`config.mk`:
```
export PLATFORM = sky130hd
export DESIGN_NAME = mxrv_pc_gen
export DESIGN_NICKNAME = d
export VERILOG_FILES = /design/src/rtl/mxrv_pc_gen.sv
export SDC_FILE = /design/constraint.sdc
export NUM_CORES = 1
export LEC_CHECK = 0
export CORE_ASPECT_RATIO = 0.9
export CORE_UTILIZATION = 50
export DETAILED_ROUTE_END_ITERATION = 10
export HOLD_SLACK_MARGIN = 0.08
export PLACE_DENSITY = 0.91
export REMOVE_ABC_BUFFERS = 1
export SLEW_MARGIN = 20
export SYNTH_ARGS = -nofsm -noshare
export SYNTH_HDL_FRONTEND = slang
export SYNTH_SLANG_ARGS = --single-unit
```
`constraint.sdc`:
```
create_clock -name clk -period 5.6 [get_ports clk]
set_input_delay 1.12 -clock clk [delete_from_list [all_inputs] [get_ports clk]]
set_output_delay 1.12 -clock clk [all_outputs]
set_load 0.03 [all_outputs]
```
`src/rtl/mxrv_pc_gen.sv`:
```
// Fetch PC generator: BOOT/RUN/HOLD sequencing, trap/jump redirect, ready/valid fetch handshake.
// Optional misaligned-jump rejection with a misalign_o pulse when MXRV_PC_ALIGN_CHK_EN is defined.
module mxrv_pc_gen #(
    parameter int                ADDR_W   = 32,
    parameter logic [ADDR_W-1:0] RESET_PC = 32'h0000_0000,
    parameter int                STEP     = 4,
    parameter int                CNT_W    = 32
) (
    input  logic              clk,
    input  logic              rst_n,
    input  logic              hold_flag_i,
    input  logic              jump_flag_i,
    input  logic [ADDR_W-1:0] jump_addr_i,
    input  logic              trap_flag_i,
    input  logic [ADDR_W-1:0] trap_addr_i,
    input  logic              pc_ready_i,
    output logic [ADDR_W-1:0] pc_o,
    output logic              pc_valid_o,
    output logic [CNT_W-1:0]  fetch_cnt_o
`ifdef MXRV_PC_ALIGN_CHK_EN
    ,
    output logic              misalign_o
`endif
);

    typedef enum logic [1:0] {
        BOOT = 2'd0,
        RUN  = 2'd1,
        HOLD = 2'd2
    } state_t;

    localparam logic [ADDR_W-1:0] STEP_INC   = ADDR_W'(STEP);
    localparam logic [ADDR_W-1:0] ALIGN_MASK = ~ADDR_W'(3);

    state_t             r_state;
    state_t             w_state_nxt;
    logic [ADDR_W-1:0]  r_pc;
    logic [ADDR_W-1:0]  w_pc_nxt;
    logic [CNT_W-1:0]   r_cnt;
    logic               w_in_boot;
    logic               w_trap;
    logic               w_jump;
    logic               w_redirect;
    logic               w_accept;
    logic [ADDR_W-1:0]  w_jump_tgt;

    function automatic logic [CNT_W-1:0] sat_inc(input logic [CNT_W-1:0] v);
        return (&v) ? v : v + CNT_W'(1);
    endfunction

    // Redirects are masked in BOOT; trap outranks jump.
    assign w_in_boot  = (r_state == BOOT);
    assign w_trap     = trap_flag_i & ~w_in_boot;
    assign w_jump     = jump_flag_i & ~trap_flag_i & ~w_in_boot;
    assign w_redirect = w_trap | w_jump;
    assign w_jump_tgt = jump_addr_i & ALIGN_MASK;

    assign pc_valid_o  = (r_state == RUN) & ~hold_flag_i & ~jump_flag_i & ~trap_flag_i;
    assign w_accept    = pc_valid_o & pc_ready_i;
    assign pc_o        = r_pc;
    assign fetch_cnt_o = r_cnt;

    // A redirect is the single action of its cycle, so it also suppresses hold entry/exit.
    always_comb begin
        w_state_nxt = r_state;
        case (r_state)
            BOOT: w_state_nxt = RUN;
            RUN:  if (hold_flag_i && !w_redirect) w_state_nxt = HOLD;
            HOLD: if (!hold_flag_i && !w_redirect) w_state_nxt = RUN;
            default: w_state_nxt = BOOT;
        endcase
    end

`ifdef MXRV_PC_ALIGN_CHK_EN
    logic w_jump_mis;
    logic r_misalign;

    assign w_jump_mis = |jump_addr_i[1:0];
    assign misalign_o = r_misalign;

    always_comb begin
        w_pc_nxt = r_pc;
        if (w_trap) begin
            w_pc_nxt = trap_addr_i;
        end else if (w_jump) begin
            if (!w_jump_mis) w_pc_nxt = w_jump_tgt;
        end else if (w_accept) begin
            w_pc_nxt = r_pc + STEP_INC;
        end
    end

    always_ff @(posedge clk or negedge rst_n) begin
        if (!rst_n) begin
            r_misalign <= 1'b0;
        end else begin
            r_misalign <= w_jump & w_jump_mis;
        end
    end
`else
    always_comb begin
        w_pc_nxt = r_pc;
        if (w_trap) begin
            w_pc_nxt = trap_addr_i;
        end else if (w_jump) begin
            w_pc_nxt = w_jump_tgt;
        end else if (w_accept) begin
            w_pc_nxt = r_pc + STEP_INC;
        end
    end
`endif

    always_ff @(posedge clk or negedge rst_n) begin
        if (!rst_n) begin
            r_state <= BOOT;
            r_pc    <= RESET_PC;
            r_cnt   <= '0;
        end else begin
            r_state <= w_state_nxt;
            r_pc    <= w_pc_nxt;
            if (w_accept) r_cnt <= sat_inc(r_cnt);
        end
    end

endmodule

```
==> flow_summary.ini <==
[status]
status = finished, final reports clean

[route]
met1Wirelength_um = 5180
top_layer_used = met4
drt_first_pass_iters = 5
dr_total_vias = 4266
wl_per_cell_um = 18.0
drt_wl_total_um = 12300
ant_nets = 0
vias_per_cell = 6.24
routed-wl-met3_um = 746
met2_length_um = 6060
drt_iter0_drc = 347
drc = 0

[placement]
place_congestion = 0.898
dp_hpwl_um = 8930
dp_slack_ps = 1240
dp.cells = 668
io_buffers = 132

[sta]
setup_violations = 0
slew_headroom = 0.446
worstMarginPinSlew_ps = 830
timing.final.crit_share = 0.786
whs_ps = 495
tns_ps = 0
fmax_ghz = 0.227
worst_clock_skew_ps = 13.0
rsz0062_at_grt = no
slew_viol_final = 0
hold_viol_final = 0
min_period_ps = 4400
setup_slack_ps = 1200

[pwr]
switching_share = 0.441
power_density_nw_per_um2 = 428
switching_power_uw = 1070
comb_power_share = 0.475
leakagePower_uw = 0.00224
ir_worst_vdd_mv = 0.361
intPower_uw = 1360
p_seq_frac = 0.336
pwr-share-clk = 0.188

[worst_hold_path]
whs_path_depth = 1
hp-class = reg2reg

[yosys]
ys_seq_area_frac = 0.409
ys.flop_type = dfrtp_1
ys_ff_latch = 66
synth_area_per_cell_um2 = 8.84
synth.most_common_cell = dfrtp_1
synth.area.top_cells = dfrtp_1 (41%), nand3_1 (5.2%), xor2_1 (5.2%), xnor2_1 (5.0%), nand2_1 (4.6%)
syn_inst = 457
ys_types = 55
synth_warnings = 0
yosysTopAreaCellShare = 0.409
async_flop_share = 1.00
synth_top_area_cell = dfrtp_1
synth_common_cells = dfrtp_1 (66), nand2_1 (50), nand3_1 (42)
synth-edff-count = 0
synth_area_um2 = 4040

[cts]
cts_sinks = 66
clock_latency_ps = 350
numCtsBuffers = 9
cts_max_level = 3
cts_tree = done
hold_buffers = 0
cts_setup_buffers = 0
max-clock-path-buffers = 2
clk_pin_slew_worst_paths_ps = 80
cts_root_buf = clkbuf_8
ctsResizeCount = 0

[floorplan]
die_w_um = 96.8
dieArea_um2 = 8440
num_rows = 30
start_util = 0.525
die_y_um = 87.3
core_um2 = 7690
ioPinCount = 135

[final_layout]
nNetsFinal = 655
final_layout_size_suffix_gt1_frac = 0.0646
fin_util = 0.738
fin_cells = 684
multi_input_area_um2 = 2300
regArea_um2 = 1650
syn2layout_area_growth_pct = 40.6
n_antenna_cell = 0
fill_cells = 546

[global_routing]
grt_pass1_wl_um = 20100
antenna_found_initial = 0
grt_pass1_vias = 4141
grt_max_degree = 67
gr-total-overflow = 0
track_usage = 0.295

[critical_path]
critPathTopFamily = buffers and inverters
critPathRequiredTime_ps = 4480
crit_top_cell = clkdlybuf4s50_1
crit_type = in2out
cp_cell_sequence = clkdlybuf4s50_1 -> or4b_4 -> nor2_1 -> clkdlybuf4s50_1
slowest_stage = clkdlybuf4s50_1
cp-end-kind = output pin
cp_max_fo = 12
arrival_ps = 3280
reg2regPathDepth = 5
crit_buf_inv = 2
slowest_delay_ps = 690
crit_path_start_kind = input pin
path_depth = 4

[run]
cap_violations = 0
-- sequential cells by signal, indices dropped and copies added, names as in the netlist --
register     cells
fetch_cnt_o     32
pc_o            32
r_state          2
-- power groups by stage --
stage          combinational, µW  clock (µW)  sequential (µW)
2_1_floorplan                452           0             1010
6_report                    1160         458              818
3_5_place_dp                1140           0              816
5_1_grt                     1240         481              841
3_3_place_gp                1110           0              806
4_1_cts                     1150         461              811
-- logic make-up after synthesis --
kind of cell / after synthesis / share of synthesized area
AND/OR/NAND/NOR: 215 / 0.272
XOR/XNOR: 47 / 0.102
multiplexers: 5 / 0.0127
buffers and inverters: 29 / 0.0310
adder cells (fa/ha/maj): 2 / 0.00619
AO/OA/AOI/OAI: 93 / 0.168
flip-flops: 66 / 0.409
-- area by class of cell --
type	instances	share of cell area
sequential	66	0.291
tap	96	0.0211
clock inverter	7	0.0174
timing repair buffer	139	0.241
clock buffer	9	0.0218
multi-input combinational	362	0.404
inverter	5	0.00330
-- through the flow --
stage               power, µW  area (µm²)
finish                   2430        5680
CTS                      2420        5670
global route             2560        5680
floorplan                1460        3930
global placement         1920        5450
detailed placement       1960        5450
-- per-layer routing --
layer | up-vias | track usage
met5 | - | 0
met4 | 0 | 0.111
met3 | 30 | 0.0465
met2 | 211 | 0.504
met1 | 2068 | 0.382
li1 | 1957 | -
-- path summary, 6_finish.rpt --
path	startpoint	end	slack, ps
worst max-delay path	trap_flag_i	pc_valid_o	1200
worst max register to register	r_state[1]$_DFFE_PN0P_	pc_o[24]$_DFFE_PN0P_	2810
worst min-delay path	fetch_cnt_o[31]$_DFFE_PN0P_	fetch_cnt_o[31]$_DFFE_PN0P_	490
max in group asynchronous	rst_n	pc_o[18]$_DFFE_PN0P_	4120
worst min register to register	fetch_cnt_o[31]$_DFFE_PN0P_	fetch_cnt_o[31]$_DFFE_PN0P_	490
min in group asynchronous	rst_n	pc_o[28]$_DFFE_PN0P_	940
-- placed cells by master, fill, tap and decap left out, types with 2 or more instances in the layout --
cell,instances
inv_6,3
nand2b_1,2
buf_4,7
nor4_2,2
o211ai_1,12
nor4_1,8
a31o_2,2
nand3_1,42
a22o_1,2
or3_1,2
nand4_1,21
mux2i_1,4
a21o_1,2
and2_1,2
dfrtp_1,66
o21ai_0,17
ha_1,2
and4_1,2
clkbuf_8,9
xnor2_1,23
a222oi_1,8
nor3_1,21
o311ai_0,2
nor3b_1,2
and3_1,11
nand2_1,50
inv_1,5
a211oi_1,5
bufinv_16,2
a221o_1,6
o22ai_1,2
or4_1,3
o2111ai_1,2
a21boi_0,2
clkdlybuf4s50_1,131
a21oi_1,20
xor2_1,24
nor2_1,37
a211o_1,4
(Power assumes the default switching activity.)
